$ cat config.mk
export PLATFORM = sky130hd
export DESIGN_NAME = mem_port_arbiter
export DESIGN_NICKNAME = d
export VERILOG_FILES = /design/src/rtl/mem_port_arbiter_pkg.sv /design/src/rtl/mem_lane_align.sv /design/src/rtl/mem_port_arbiter.sv
export SDC_FILE = /design/constraint.sdc
export NUM_CORES = 1
export LEC_CHECK = 0
export CORE_ASPECT_RATIO = 0.8
export CORE_UTILIZATION = 30
export CTS_CLUSTER_SIZE = 25
export DETAILED_ROUTE_END_ITERATION = 8
export PLACE_DENSITY_LB_ADDON = 0.12
export SLEW_MARGIN = 20
export SYNTH_ARGS = -nofsm -noshare
export SYNTH_HDL_FRONTEND = slang
export SYNTH_HIERARCHICAL = 1
export SYNTH_SLANG_ARGS = --single-unit
$ cat constraint.sdc
create_clock -name clk -period 5.45 [get_ports clk]
set_clock_uncertainty 0.1 [all_clocks]
set_input_delay 1.635 -clock clk [delete_from_list [all_inputs] [get_ports clk]]
set_output_delay 1.635 -clock clk [all_outputs]
set_load 0.01 [all_outputs]
$ cat src/rtl/mem_port_arbiter_pkg.sv
`default_nettype none
// ============================================================================
// Module      : mem_port_arbiter_pkg
// Description : Shared access-type encodings, arbiter state/requester enums
//               and small decode helpers for the memory port arbiter.
// Revision    : 1.0 - initial release
// ============================================================================
package mem_port_arbiter_pkg;

  // Common load/store access encoding (bit 2 = load, bit 3 = unsigned load).
  localparam logic [3:0] c_SB  = 4'h0;
  localparam logic [3:0] c_SH  = 4'h1;
  localparam logic [3:0] c_SW  = 4'h2;
  localparam logic [3:0] c_LB  = 4'h4;
  localparam logic [3:0] c_LH  = 4'h5;
  localparam logic [3:0] c_LW  = 4'h6;
  localparam logic [3:0] c_LBU = 4'hC;
  localparam logic [3:0] c_LHU = 4'hD;

  typedef enum logic [1:0] {
    IDLE     = 2'd0,
    GRANT_IF = 2'd1,
    GRANT_LS = 2'd2,
    RESP     = 2'd3
  } arb_state_t;

  typedef enum logic {
    REQ_IF = 1'b0,
    REQ_LS = 1'b1
  } requester_t;

  typedef enum logic [1:0] {
    SZ_BYTE = 2'd0,
    SZ_HALF = 2'd1,
    SZ_WORD = 2'd2,
    SZ_NONE = 2'd3
  } access_size_t;

  function automatic logic is_load(input logic [3:0] access_type);
    case (access_type)
      c_LB, c_LBU, c_LH, c_LHU, c_LW: is_load = 1'b1;
      default:                        is_load = 1'b0;
    endcase
  endfunction

  function automatic logic is_store(input logic [3:0] access_type);
    case (access_type)
      c_SB, c_SH, c_SW: is_store = 1'b1;
      default:          is_store = 1'b0;
    endcase
  endfunction

  // Access width; SZ_NONE marks an encoding that is not a legal access.
  function automatic access_size_t access_size(input logic [3:0] access_type);
    case (access_type)
      c_SB, c_LB, c_LBU: access_size = SZ_BYTE;
      c_SH, c_LH, c_LHU: access_size = SZ_HALF;
      c_SW, c_LW:        access_size = SZ_WORD;
      default:           access_size = SZ_NONE;
    endcase
  endfunction

endpackage
`default_nettype wire

$ cat src/rtl/mem_lane_align.sv
`default_nettype none
// ============================================================================
// Module      : mem_lane_align
// Description : Combinational byte-lane alignment for a load/store access:
//               strobe and store data shifted to lane addr[1:0], misalignment
//               detection and the read-data down-shift amount in bits.
// Revision    : 1.0 - initial release
// ============================================================================
module mem_lane_align
  import mem_port_arbiter_pkg::*;
(
  input  logic [3:0]  i_access_type,
  input  logic [1:0]  i_addr_lo,
  input  logic [31:0] i_wdata,
  output logic [3:0]  o_strb,
  output logic [31:0] o_wdata,
  output logic        o_misaligned,
  output logic [4:0]  o_rshift
);

  access_size_t w_size;
  logic [3:0]   w_base_strb;

  assign w_size = access_size(i_access_type);

  // Lane-0 strobe by size, then shift every lane-dependent quantity by addr[1:0].
  always_comb begin
    w_base_strb  = 4'b0000;
    o_misaligned = 1'b0;
    case (w_size)
      SZ_BYTE: w_base_strb = 4'b0001;
      SZ_HALF: begin
        w_base_strb  = 4'b0011;
        o_misaligned = i_addr_lo[0];
      end
      SZ_WORD: begin
        w_base_strb  = 4'b1111;
        o_misaligned = (i_addr_lo != 2'b00);
      end
      default: w_base_strb = 4'b0000;
    endcase
    o_strb   = w_base_strb << i_addr_lo;
    o_rshift = {i_addr_lo, 3'b000};
    o_wdata  = i_wdata << o_rshift;
  end

endmodule
`default_nettype wire

$ cat src/rtl/mem_port_arbiter.sv
`default_nettype none
// ============================================================================
// Module      : mem_port_arbiter
// Description : Round-robin arbiter sharing one memory port between fetch and
//               load/store. Latches the winning request, runs the enable /
//               ready-valid handshake with a timeout, and returns lane-0
//               aligned read data with fault flags as a one-cycle done pulse.
// Revision    : 1.0 - initial release
// ============================================================================
module mem_port_arbiter
  import mem_port_arbiter_pkg::*;
#(
  parameter int unsigned TIMEOUT_CYCLES = 255
) (
  input  logic        clk,
  input  logic        rst,
  // fetch side
  input  logic        if_req,
  input  logic [31:0] if_addr,
  output logic        if_done,
  output logic [31:0] if_rdata,
  output logic        if_fault,
  // load/store side
  input  logic        ls_req,
  input  logic [31:0] ls_addr,
  input  logic [3:0]  ls_access_type,
  input  logic [31:0] ls_wdata,
  output logic        ls_done,
  output logic [31:0] ls_rdata,
  output logic        ls_fault,
  output logic        ls_misaligned,
  // memory port
  output logic [31:0] mem_addr,
  output logic [31:0] mem_wdata,
  output logic [3:0]  mem_strb,
  output logic        mem_write_enable,
  input  logic        mem_write_ready,
  output logic        mem_read_enable,
  input  logic        mem_read_valid,
  input  logic [31:0] mem_rdata
);

  localparam logic [15:0] c_TIMEOUT_LAST = 16'(TIMEOUT_CYCLES - 1);

  arb_state_t  r_state;
  arb_state_t  w_state_next;
  requester_t  r_req;
  requester_t  r_last_grant;
  logic [29:0] r_word_addr;
  logic [3:0]  r_strb;
  logic [31:0] r_wdata;
  logic        r_is_store;
  logic [4:0]  r_rshift;
  logic [15:0] r_cnt;
  logic [31:0] r_rdata;
  logic        r_fault;
  logic        r_misaligned;

  logic        w_if_valid;
  logic        w_ls_is_store;
  logic        w_ls_valid;
  logic        w_grant_if;
  logic        w_grant_ls;
  logic        w_in_grant;
  logic        w_complete;
  logic        w_timeout;
  logic [3:0]  w_al_strb;
  logic [31:0] w_al_wdata;
  logic        w_al_misaligned;
  logic [4:0]  w_al_rshift;
  logic        w_unused_if_lo;

  // Fetch addresses are word-aligned by construction; low bits carry nothing.
  assign w_unused_if_lo = ^if_addr[1:0];

  mem_lane_align u_align (
    .i_access_type (ls_access_type),
    .i_addr_lo     (ls_addr[1:0]),
    .i_wdata       (ls_wdata),
    .o_strb        (w_al_strb),
    .o_wdata       (w_al_wdata),
    .o_misaligned  (w_al_misaligned),
    .o_rshift      (w_al_rshift)
  );

  // Request qualification and round-robin pick (prefer the one not served last).
  assign w_if_valid    = if_req;
  assign w_ls_is_store = is_store(ls_access_type);
  assign w_ls_valid    = ls_req && (is_load(ls_access_type) || w_ls_is_store);
  assign w_grant_if    = w_if_valid && (!w_ls_valid || (r_last_grant == REQ_LS));
  assign w_grant_ls    = w_ls_valid && !w_grant_if;

  // Handshake completion: writes finish on ready, reads (incl. fetch) on valid.
  assign w_in_grant = (r_state == GRANT_IF) || (r_state == GRANT_LS);
  assign w_complete = w_in_grant && (r_is_store ? mem_write_ready : mem_read_valid);
  assign w_timeout  = w_in_grant && (r_cnt == c_TIMEOUT_LAST);

  // State register.
  always_ff @(posedge clk) begin
    if (rst) begin
      r_state <= IDLE;
    end else begin
      r_state <= w_state_next;
    end
  end

  // Next-state logic; a misaligned LS grant skips the memory access entirely.
  always_comb begin
    w_state_next = r_state;
    case (r_state)
      IDLE: begin
        if (w_grant_if) begin
          w_state_next = GRANT_IF;
        end else if (w_grant_ls) begin
          w_state_next = w_al_misaligned ? RESP : GRANT_LS;
        end
      end
      GRANT_IF, GRANT_LS: begin
        if (w_complete || w_timeout) begin
          w_state_next = RESP;
        end
      end
      RESP:    w_state_next = IDLE;
      default: w_state_next = IDLE;
    endcase
  end

  // Request latch at grant, timeout counting and response capture.
  always_ff @(posedge clk) begin
    if (rst) begin
      r_req        <= REQ_IF;
      r_last_grant <= REQ_LS;
      r_word_addr  <= '0;
      r_strb       <= '0;
      r_wdata      <= '0;
      r_is_store   <= 1'b0;
      r_rshift     <= '0;
      r_cnt        <= '0;
      r_rdata      <= '0;
      r_fault      <= 1'b0;
      r_misaligned <= 1'b0;
    end else begin
      case (r_state)
        IDLE: begin
          if (w_grant_if) begin
            r_req        <= REQ_IF;
            r_last_grant <= REQ_IF;
            r_word_addr  <= if_addr[31:2];
            r_strb       <= 4'b1111;
            r_wdata      <= '0;
            r_is_store   <= 1'b0;
            r_rshift     <= '0;
            r_cnt        <= '0;
            r_rdata      <= '0;
            r_fault      <= 1'b0;
            r_misaligned <= 1'b0;
          end else if (w_grant_ls) begin
            r_req        <= REQ_LS;
            r_last_grant <= REQ_LS;
            r_word_addr  <= ls_addr[31:2];
            r_strb       <= w_al_strb;
            r_wdata      <= w_al_wdata;
            r_is_store   <= w_ls_is_store;
            r_rshift     <= w_al_rshift;
            r_cnt        <= '0;
            r_rdata      <= '0;
            r_fault      <= 1'b0;
            r_misaligned <= w_al_misaligned;
          end
        end
        GRANT_IF, GRANT_LS: begin
          if (w_complete) begin
            r_rdata <= r_is_store ? 32'd0 : (mem_rdata >> r_rshift);
          end else if (w_timeout) begin
            r_fault <= 1'b1;
            r_rdata <= '0;
          end else begin
            r_cnt <= r_cnt + 16'd1;
          end
        end
        default: begin
        end
      endcase
    end
  end

  // Memory port driven purely from the latched request and state.
  assign mem_addr         = {r_word_addr, 2'b00};
  assign mem_wdata        = r_wdata;
  assign mem_strb         = r_strb;
  assign mem_read_enable  = (r_state == GRANT_IF) || ((r_state == GRANT_LS) && !r_is_store);
  assign mem_write_enable = (r_state == GRANT_LS) && r_is_store;

  // Responses are gated to the owning requester so the other side reads zero.
  assign if_done       = (r_state == RESP) && (r_req == REQ_IF);
  assign if_rdata      = if_done ? r_rdata : 32'd0;
  assign if_fault      = if_done && r_fault;
  assign ls_done       = (r_state == RESP) && (r_req == REQ_LS);
  assign ls_rdata      = ls_done ? r_rdata : 32'd0;
  assign ls_fault      = ls_done && r_fault;
  assign ls_misaligned = ls_done && r_misaligned;

endmodule
`default_nettype wire

After elaboration in Yosys (flattened, before gate mapping):

Memory sizes are Yosys's and may differ from the RTL's.
Index checks and enable logic that the tools add are counted.

* add/sub/neg operators: 1
* equal/unequal tests: 19
* shift operators: 3
* muxes and demuxes: 42
* bitwise operators: 1
* reductions and logical operators: 34

Operators by type and width (count)
* 32-bit two-way mux: 9
* 16-bit two-way mux: 4
* 32-bit one-hot mux with 2 select lines: 1
* 30-bit two-way mux: 2
* 16-bit one-hot mux with 2 select lines: 1
* 32-bit by 5-bit << shifter with 32-bit output: 1
* 32-bit by 5-bit >> shifter with 32-bit output: 1
* 16-bit by 1-bit adder with 16-bit output, second input constant: 1
* 16-bit by 8-bit equality test with 1-bit output, second input constant: 1
* 1-bit two-way mux: 14
* 4-bit by 3-bit equality test with 1-bit output, second input constant: 3
* 1-bit logical AND: 12
* 4-bit one-hot mux with 3 select lines: 1
* 5-bit two-way mux: 2
* 4-bit equality test, second input constant: 2
* 4-bit two-way mux: 2
* 2-bit inequality test, second input constant: 4
* 4-bit AND reduction: 2
* 2-bit equality test, second input constant: 3
* 2-bit two-way mux: 3
* 3-bit inequality test, second input constant: 2
* 2-bit one-hot mux with 3 select lines: 1
* 2-bit nonzero test: 3
* 1-bit logical OR: 5
* 14 further kinds: 20

* bits in registers: 126
* memory bits (read-only): 32
* bits of input ports: 138
* output and inout bits: 139
* word-level logic and storage cells: 113
* memories: 1

Memory list
* (name not given): words 16, width 2, rd ports 1, clocked after Yosys merged registers in 0, write ports 0, line mem_port_arbiter_pkg.sv:55 `case (access_type)`

Logic depth before layout (Yosys ltp):

Gate-level depths: netlist of run 1.

* depth in word-level cells: 13
* mapped depth: 9
* gate-level depth less buffers: 9

Modules after synthesis:

Netlist of run 1, hierarchy kept.

Modules (own cells, without submodules)
* mem_port_arbiter: times used 1, cells an instance 856, area an instance 7488.4 um^2, seq. area each 2522.4 um^2
* mem_lane_align: times used 1, cells an instance 112, area an instance 726.9 um^2, seq. area each 0.0 um^2

Worst setup path after synthesis of run 1:

Ideal clock, no wire load.

* path kind: input port to flip-flop
* from: input port ls_access_type[1]
* to: register r_rdata[14]
* library setup time: 0.120 ns
* arrival: 3.094 ns
* required time: 5.230 ns
* slack: 2.137 ns
* stages on the path: 7
* buffers on the path: 2
* cell sequence: and2_1 -> o2111ai_2 -> o21ai_0 -> o21a_1 -> buf_2 -> buf_2 -> a211o_1

* word-level cells in the longest chain between the ends: 12
* elaborated cells on any way between the ends: 23
* those cells by class: 8 x eq/ne; 4 x mux; 11 x reduce/logical

RTL lines
* start: declaration: line mem_port_arbiter.sv:26 `input logic [3:0] ls_access_type,`
* 4-bit by 3-bit equality test with 1-bit output (tied with other cells): line mem_port_arbiter_pkg.sv:40 `case (access_type)`
* 5-bit OR reduction / 3-bit OR reduction (equally long branches): line mem_port_arbiter_pkg.sv:40, mem_port_arbiter_pkg.sv:47
* 1-bit two-way mux, on equally long branches: line mem_port_arbiter_pkg.sv:40, mem_port_arbiter_pkg.sv:47
* 1-bit logical OR *: line mem_port_arbiter.sv:89 `assign w_ls_valid = ls_req && (is_load(ls_access_type) || w_ls_is_store);`
* 1-bit logical AND *: line mem_port_arbiter.sv:89
* 1-bit logical NOT: line mem_port_arbiter.sv:90 `assign w_grant_if = w_if_valid && (!w_ls_valid || (r_last_grant == REQ_LS));`
* 1-bit logical OR: line mem_port_arbiter.sv:90
* 1-bit logical AND: line mem_port_arbiter.sv:90
* 1-bit logical NOT: line mem_port_arbiter.sv:91 `assign w_grant_ls = w_ls_valid && !w_grant_if;`
* 1-bit logical AND: line mem_port_arbiter.sv:91
* 3-bit inequality test (no line)
* 3-bit AND reduction (no line)
* end signal: assignment: line mem_port_arbiter.sv:173 `r_rdata <= r_is_store ? 32'd0 : (mem_rdata >> r_rshift);`
* end: declaration: line mem_port_arbiter.sv:55 `logic [31:0] r_rdata;`

Mark *: on every way between the ends. The rest lies on a longest branch, timed or not.
A chain may end at the register's enable or synchronous reset.

Worst setup path after layout of run 1:

* from: register r_state[0]
* to: output port if_rdata[14]

* word-level cells in the longest chain between the ends: 3

RTL lines
* start: declaration: line mem_port_arbiter.sv:45 `arb_state_t r_state;`
* start signal: assignment: line mem_port_arbiter.sv:103 `r_state <= w_state_next;`
* 2-bit equality test: line mem_port_arbiter.sv:195 `assign if_done = (r_state == RESP) && (r_req == REQ_IF);`
* 1-bit logical AND: line mem_port_arbiter.sv:195
* 32-bit two-way mux: line mem_port_arbiter.sv:196 `assign if_rdata = if_done ? r_rdata : 32'd0;`
* end: declaration: line mem_port_arbiter.sv:21 `output logic [31:0] if_rdata,`

No other way between the ends.

==> impl_metrics.json, run 1 <==
{
  "outcome": "completed",
  "cts_tree": "built",
  "antenna_cells": 0,
  "cts_inserted_buffers": 17,
  "ff_latch_area_um2": 2520,
  "io_pins": 277,
  "cts_root_buf": "clkbuf_16",
  "grt_use_met3": 0.0671,
  "synth.area.top_cells": "dfxtp_1 (31%), mux4_2 (9.9%), mux2i_1 (6.0%)",
  "first_global_vias": 7750,
  "coreArea_um2": 26600,
  "dieArea_um2": 28100,
  "worstMarginPinSlew_ns": 0.974,
  "top_usage_layer": "met2",
  "drc": 0,
  "clkTransAtPathRegs_ns": 0.06,
  "path_class": "reg2out",
  "power_density_nw_per_um2": 309,
  "wl_per_cell_um": 18.5,
  "synthCells": 968,
  "vdd_drop_max_mv": 0.221,
  "cp_max_fo": 34,
  "rows": 53,
  "dr.pass1.iters": 6,
  "hp-class": "reg2reg",
  "hold_buffers": 0,
  "drt_iter0_drc": 716,
  "syn2layout_area_growth_pct": 42.1,
  "hpwlAfterDp_um": 21100,
  "cp_top_family": "simple AND/OR/NAND/NOR gates",
  "cp.required_ns": 3.72,
  "synth_top_area_share": 0.307,
  "yosysTopAreaCell": "dfxtp_1",
  "syn-cell-area_um2": 8220,
  "n_fill_cell": 2587,
  "post-cts-setup-buffers": 0,
  "synth_cell_types": 68,
  "rsz0062_at_grt": "false",
  "arrival_ns": 2.34,
  "nets": 1339,
  "dieHeight_um": 150,
  "fin_crit_sh": 0.747,
  "die_x_um": 187,
  "synth_common_cells": "dfxtp_1 (126), nand2_1 (113), nor2_1 (102), clkbuf_1 (54), and2_1 (52)",
  "grt.overflow.total": 0,
  "synthArstFlopShare": 0,
  "setup_viol": 0,
  "vias": 8333,
  "synth_seq_cells": 126,
  "fmax_ghz": 0.246,
  "h-tree-depth": 4,
  "cp_slowest_cell": "nor2b_4",
  "ys_warn_count": 6,
  "use_met2": 0.299,
  "multi_input_area_um2": 5250,
  "io_buffer_count": 272,
  "crit_path_max_incr_delay_ns": 0.58,
  "final_antenna_net_count": 0,
  "setup.worst_path.end_class": "output pin",
  "maxCapViolations": 0,
  "fin_crit_ns": 4.07,
  "synth_flop_cell": "dfxtp_1",
  "clockBufferDepth": 2,
  "gp_congestion": 0.946,
  "start_util": 0.309,
  "cts.sinks": 126,
  "p_leak_nw": 4.39,
  "relSlewSlack": 0.351,
  "cp_cell_sequence": "ha_1, nor2b_4, and2_1, clkdlybuf4s50_1",
  "grt_pass1_wl_um": 44900,
  "clk_latency_ns": 0.42,
  "crit_buf_inv": 1,
  "grt_use_met1": 0.284,
  "grt_use_total": 0.204,
  "final_max_slew_viol_count": 0,
  "hold_viol_final": 0,
  "antenna_found_initial": 0,
  "fin_hold_ws_ns": 0.379,
  "ys_seq_area_frac": 0.307,
  "grt_max_degree": 74,
  "wl_um": 28800,
  "cp-start-kind": "flop",
  "layout-drive-gt1-share": 0.0932,
  "avgSynthCellArea_um2": 8.49,
  "cts-resized-gates": 0,
  "synth-edff-count": 0,
  "via_per_inst": 5.35,
  "synth.most_common_cell": "dfxtp_1",
  "setup-tns-final_ns": 0
}
[flip-flops by register name, indices dropped and copies added (netlist names)]
| name | cells |
|---|---|
| mem_wdata | 32 |
| r_rdata | 32 |
| r_word_addr | 30 |
| r_cnt | 16 |
| r_rshift | 5 |
| mem_strb | 4 |
| r_state | 2 |
| r_fault | 1 |
| r_is_store | 1 |
| r_last_grant | 1 |
| r_misaligned | 1 |
| r_req | 1 |
[worst register-to-register path, cell delays in order (launching register included)]
cell,delay [ns]
dfxtp_2,0.91
clkinv_1,0.74
mux2i_1,0.57
o21ai_0,0.16
and3_1,0.20
a211o_1,0.25
[metal layers]
layer / vias up / share of wire
met5: - / 0
met4: 0 / 0.015
met3: 29 / 0.096
met2: 359 / 0.42
met1: 3914 / 0.47
li1: 4031 / -
[path summary, 6_finish.rpt]
kind	from	endpoint	cells past startpoint	slack, ns
worst max-delay path	r_state[0]	if_rdata[14]	4	1.38
worst min-delay path	r_rdata[10]	r_rdata[10]	1	0.38
worst max register to register	r_rshift[0]	r_rdata[13]	5	2.41
worst min register to register	r_rdata[10]	r_rdata[10]	1	0.38
[layout make-up]
| type | instances | area share |
|---|---|---|
| Tap cell | 357 | 0.0383 |
| Sequential cell | 126 | 0.216 |
| Clock inverter | 6 | 0.00300 |
| Inverter | 21 | 0.00675 |
| Timing Repair Buffer | 288 | 0.243 |
| Multi-Input combinational cell | 737 | 0.449 |
| Clock buffer | 24 | 0.0430 |
[logic make-up (layout without fill, tap and decap cells)]
group	count (synthesis)	in the layout	synth area share
other	2	5	0.000914
AOI/OAI and AO/OA	240	240	0.214
and+or+nand+nor	388	388	0.232
buffers and inverters	108	339	0.0600
adders and majority gates	10	10	0.0152
muxes	94	94	0.171
DFF	126	126	0.307
[where the power goes]
part / internal (mW) / switching, mW
Clock: 0.632 / 0.408
Combinational: 0.599 / 0.794
Sequential: 1.07 / 0.109
Total: 2.30 / 1.31
[cell usage in the layout, fill, tap and decap left out, types with 7 or more instances in the layout]
cell	netlist	final
buf_4	13	15
o21ai_1	9	8
nand2_1	113	113
mux2i_1	49	49
clkbuf_16	0	17
o211ai_1	7	7
mux4_2	36	36
dfxtp_1	126	124
inv_1	17	17
nor2_1	102	102
o31ai_1	8	8
clkdlybuf4s50_1	0	269
a211oi_1	9	9
o21ai_0	16	16
ha_1	10	10
a311oi_1	32	32
a22oi_1	46	46
a21o_1	7	7
mux2_2	9	9
nor3_1	8	8
and2_1	52	52
and3_1	37	37
a21oi_1	39	37
nor2b_1	20	19
nand3_1	19	19
a22o_1	12	12
o2bb2ai_1	8	8
[per-stage QoR]
step / cells / power [mW] / instance area (um2) / utilization / setup slack [ns]
finish: 1559 / 3.61 / 11700 / 0.439 / 1.38
global route: 1559 / 3.84 / 11700 / 0.439 / 1.19
CTS: 1559 / 3.65 / 11700 / 0.439 / 1.32
detailed placement: 1529 / 2.59 / 11100 / 0.419 / 1.02
global placement: 1529 / 2.58 / 11100 / 0.419 / 1.04
floorplan: 971 / 2.00 / 8230 / - / 2.14
No activity file was read; power rests on OpenSTA's default activity.
==> inputs of run 2 (changes only) <==
clock period = 3.95 ns   (was 5.45 ns; I/O delays follow)
==> run 2 against run 1 <==
  * Wire length up 0.39%
  * Count of clock-buffer cells in the layout shrank 1
  * Global-route usage up 0.10 points
  * Power is 40% higher
  * Worst setup slack got worse by 0.87 ns
  * Combinational power increased by 40%
  * Die area stayed put
  * Sequential power is 38% higher
  * Critical path depth up 1
  * Via count shrank 1.3%
  * Clock power up 43%
  * Largest cell class unchanged
==> impl_metrics.json, run 2 (synthesis results as in run 1) <==
{
  "path_class": "reg2out",
  "finalPower_mw": 5.06,
  "cts-resized-gates": 0,
  "first_global_vias": 7752,
  "dieArea_um2": 28100,
  "hpwlAfterDp_um": 21300,
  "gp_congestion": 0.929,
  "rsz0062_at_grt": "false",
  "crit_buf_inv": 2,
  "rows": 53,
  "final_antenna_net_count": 0,
  "cp.required_ns": 2.66,
  "n_fill_cell": 2636,
  "coreArea_um2": 26600,
  "grt_pass1_wl_um": 44800,
  "wl_per_cell_um": 18.4,
  "cp_cell_sequence": "ha_1, nor2b_2, buf_4, and2_1, clkdlybuf4s50_1",
  "grt_max_degree": 74,
  "power_density_nw_per_um2": 430,
  "post-cts-setup-buffers": 0,
  "fin_crit_ns": 3.44,
  "clockBufferDepth": 2,
  "grt.overflow.total": 0,
  "cp_slowest_cell": "clkdlybuf4s50_1",
  "die_x_um": 187,
  "start_util": 0.309,
  "cp_max_fo": 34,
  "cts_tree": "built",
  "outcome": "completed",
  "grt_use_total": 0.205,
  "clk_latency_ns": 0.42,
  "drt_iter0_drc": 592,
  "final_max_slew_viol_count": 0,
  "pre_cts_slack_ns": 0.461,
  "vias": 8225,
  "fmax_ghz": 0.291,
  "nets": 1350,
  "setup_viol": 0,
  "arrival_ns": 2.15,
  "hp-class": "reg2reg",
  "p_leak_nw": 4.46,
  "multi_input_area_um2": 5240,
  "hold_buffers": 0,
  "h-tree-depth": 4,
  "relSlewSlack": 0.377,
  "cp-start-kind": "flop",
  "hold_viol_final": 0,
  "antenna_found_initial": 0,
  "setup.worst_path.end_class": "output pin",
  "clkTransAtPathRegs_ns": 0.05,
  "setup-tns-final_ns": 0,
  "cts_inserted_buffers": 17,
  "io_pins": 277,
  "wl_um": 28900,
  "cts_root_buf": "clkbuf_16",
  "io_buffer_count": 272,
  "setup_ws_ns": 0.514,
  "layout-drive-gt1-share": 0.101,
  "cp_top_family": "buffers and inverters",
  "ff_latch_area_um2": 2520,
  "crit_path_max_incr_delay_ns": 0.55,
  "dieHeight_um": 150,
  "worstMarginPinSlew_ns": 0.933,
  "fin_crit_sh": 0.870,
  "syn2layout_area_growth_pct": 43.3,
  "dr.pass1.iters": 5,
  "final_common_cell": "clkdlybuf4s50_1",
  "via_per_inst": 5.24,
  "drc": 0,
  "maxCapViolations": 0,
  "cts.sinks": 126,
  "layout.cells.most_common_list": "clkdlybuf4s50_1 (269), dfxtp_1 (124), nand2_1 (113)",
  "antenna_cells": 0,
  "vdd_drop_max_mv": 0.339
}
run 2: changes by cell type in the layout (fill, tap and decap cells not counted), sizes merged:
cell / previous run / this run
buf: 19 / 30
bufinv: 0 / 1
clkbuf: 24 / 23
clkinv: 7 / 8
clkinvlp: 2 / 1
run 2: cell type report:
cell class | instances | area share
inverters | 21 | 0.00669
clock buffers | 23 | 0.0414
well taps | 357 | 0.0379
multi-input cells | 737 | 0.445
flip-flops and latches | 126 | 0.214
clock inverters | 7 | 0.00531
repair buffers | 299 | 0.249
run 2: worst register-to-register path, stage by stage (launching register included):
cell and delay [ns]:
dfxtp_2 0.83, buf_4 0.42, mux4_2 0.56, mux2i_1 0.38
o22ai_1 0.15, a21oi_1 0.21, o2bb2ai_1 0.10
run 2: where the power goes:
part / switching (mW) / total, mW / leakage, nW / internal, mW
clock network: 0.567 / 1.49 / 0.274 / 0.918
registers: 0.160 / 1.63 / 1.03 / 1.47
logic: 1.09 / 1.95 / 3.15 / 0.862
run 2: metal layers:
layer | wire, um | track usage | up-vias
met5 | 0 | 0 | -
met4 | 316 | 0.0516 | 0
met3 | 2860 | 0.0797 | 26
met2 | 12100 | 0.296 | 305
met1 | 13600 | 0.283 | 3831
li1 | - | - | 4063
run 2: worst paths after layout:
path	startpoint	end	slack, ns	cells past startpoint
hold / removal	r_rdata[14]	r_rdata[14]	0.38	1
setup reg to reg	r_rshift[1]	r_rdata[8]	1.08	6
setup / recovery	r_state[0]	if_rdata[28]	0.51	5
hold reg to reg	r_rdata[14]	r_rdata[14]	0.38	1
run 2: metrics by stage:
| stage | hold WS [ns] | instances | area, um2 | utilization |
|---|---|---|---|---|
| floorplan | 0.333 | 971 | 8230 | - |
| global placement | 0.349 | 1540 | 11200 | 0.422 |
| detailed placement | 0.370 | 1540 | 11200 | 0.422 |
| CTS | 0.381 | 1570 | 11800 | 0.443 |
| global route | 0.392 | 1570 | 11800 | 0.443 |
| finish | 0.379 | 1570 | 11800 | 0.443 |
==> inputs of run 3 (changes only) <==
PLACE_DENSITY = 0.63   (was default)
PLACE_DENSITY_LB_ADDON = default   (was 0.12)
==> run 3 against run 2 <==
  * Hold slack worse by 0.0043 ns
  * Clock power is 16% higher
  * First-iteration DRC count grew 28%
  * Die area unchanged
  * Worst setup slack got worse by 0.049 ns
  * Via count increased by 2.0%
  * Final cell count about the same
  * Utilization is 0.40 points higher
  * Design area is 0.89% higher
  * Register-to-register slack improved by 0.17 ns
  * Sequential power about the same
  * Combinational power about the same
  * Critical endpoint is now if_rdata[25]
  * Largest power group unchanged
  * Highest routed layer unchanged
==> impl_metrics.json, run 3 (synthesis results as in run 1) <==
{
  "regToRegStartpoint": "r_rshift[1]",
  "first_global_vias": 7822,
  "fmax_ghz": 0.287,
  "setup.worst_path.end_class": "output pin",
  "setup_viol": 0,
  "fin_cells": 1571,
  "antenna_found_initial": 0,
  "post-cts-setup-buffers": 0,
  "rr_endpoint": "r_rdata[1]",
  "share_comb_of_total_power": 0.368,
  "crit_path_max_incr_delay_ns": 0.55,
  "cts.sinks": 126,
  "hp-class": "reg2reg",
  "internal-power_mw": 3.48,
  "utilization": 0.447,
  "gp_congestion": 0.935,
  "syn2layout_area_growth_pct": 44.6,
  "worst_r2r_path_depth": 6,
  "h-tree-depth": 4,
  "clockBufferDepth": 2,
  "cp_max_fo": 34,
  "cp-start-kind": "flop",
  "final_common_cell": "clkdlybuf4s50_1",
  "min_to": "r_rdata[23]",
  "worstHoldStart": "r_rdata[23]",
  "hpwlAfterDp_um": 21700,
  "layout-drive-gt1-share": 0.100,
  "vdd_drop_max_mv": 0.259,
  "fin_crit_sh": 0.882,
  "fin_hold_ws_ns": 0.375,
  "hold_buffers": 0,
  "maxCapViolations": 0,
  "hold_depth": 1,
  "start_util": 0.309,
  "cp.required_ns": 2.66,
  "layout.cells.most_common_list": "clkdlybuf4s50_1 (270), dfxtp_1 (124), nand2_1 (113)",
  "dieArea_um2": 28100,
  "antenna_cells": 0,
  "cts_tree": "built",
  "swShare": 0.347,
  "pre_cts_slack_ns": 0.393,
  "ff2ff_setup_slack_ns": 1.25,
  "path_class": "reg2out",
  "p_clk_frac": 0.325,
  "dp.cells": 1540,
  "grt_pass1_wl_um": 45400,
  "final_max_slew_viol_count": 0,
  "clk_latency_ns": 0.43,
  "setup_ws_ns": 0.464,
  "via_per_inst": 5.34,
  "p_leak_nw": 4.49,
  "switchingPower_mw": 1.85,
  "final_antenna_net_count": 0,
  "rows": 53,
  "finalPower_mw": 5.33,
  "power_density_nw_per_um2": 448,
  "fin_crit_ns": 3.49,
  "io_pins": 277,
  "drt_iter0_drc": 758,
  "grt_max_degree": 74,
  "drc": 0,
  "worstMarginPinSlew_ns": 0.923,
  "clkTransAtPathRegs_ns": 0.06,
  "cp_cell_sequence": "ha_1, nor2b_2, buf_4, and2_1, clkdlybuf4s50_1",
  "vias": 8387,
  "arrival_ns": 2.20,
  "cts_root_buf": "clkbuf_16",
  "wl_per_cell_um": 18.6,
  "place_area_um2": 11200,
  "wl_um": 29200,
  "die_x_um": 187,
  "cts-resized-gates": 0,
  "finish.instance_area_um2": 11900,
  "setup-tns-final_ns": 0,
  "p_seq_frac": 0.307,
  "relSlewSlack": 0.384,
  "coreArea_um2": 26600,
  "grt_use_total": 0.205,
  "hold_viol_final": 0,
  "cp_slowest_cell": "clkdlybuf4s50_1",
  "grt.overflow.total": 0,
  "dieHeight_um": 150,
  "rsz0062_at_grt": "false",
  "nets": 1350,
  "io_buffer_count": 272,
  "cts_inserted_buffers": 17,
  "outcome": "completed",
  "dr.pass1.iters": 6
}
-- run 3: final cells by class --
class	instances	area (um2)
Clock buffer	21	450
Sequential cell	126	2520
Inverter	21	78.8
Timing Repair Buffer	299	2950
Fill cell	2582	14700
Multi-Input combinational cell	737	5240
Tap cell	357	447
Clock inverter	10	188
-- run 3: how the worst max path moves through the flow --
stage | from | to | cells past startpoint
floorplan | ls_access_type[1] | r_rdata[14] | 7
global placement | ls_access_type[1] | r_rdata[21] | 7
detailed placement | ls_access_type[1] | r_rdata[21] | 7
CTS | r_state[0] | if_rdata[25] | 5
global route | r_state[1] | if_rdata[25] | 5
finish | r_state[0] | if_rdata[25] | 5
-- run 3: worst max-delay path, delay by kind of cell, from the launching register on --
family / cells / cell delay, ns
fa+ha+maj: 1 / 0.18
buf+inv: 2 / 0.85
simple gates: 2 / 0.36
flops: 1 / 0.38
-- run 3: layer usage --
layer / GRT usage / wire (um) / up-vias
met1: 0.282 / 13400 / 3966
met4: 0.0570 / 416 / 0
met5: 0 / 0 / -
met3: 0.0570 / 2500 / 25
li1: - / - / 4050
met2: 0.312 / 12900 / 346
-- run 3: power by group through the flow --
stage | Combinational, mW | Sequential, mW | Clock [mW]
6_report | 1.96 | 1.63 | 1.73
5_1_grt | 2.13 | 1.66 | 1.82
4_1_cts | 1.96 | 1.63 | 1.77
3_5_place_dp | 1.95 | 1.66 | 0
3_3_place_gp | 1.93 | 1.65 | 0
2_1_floorplan | 1.11 | 1.65 | 0
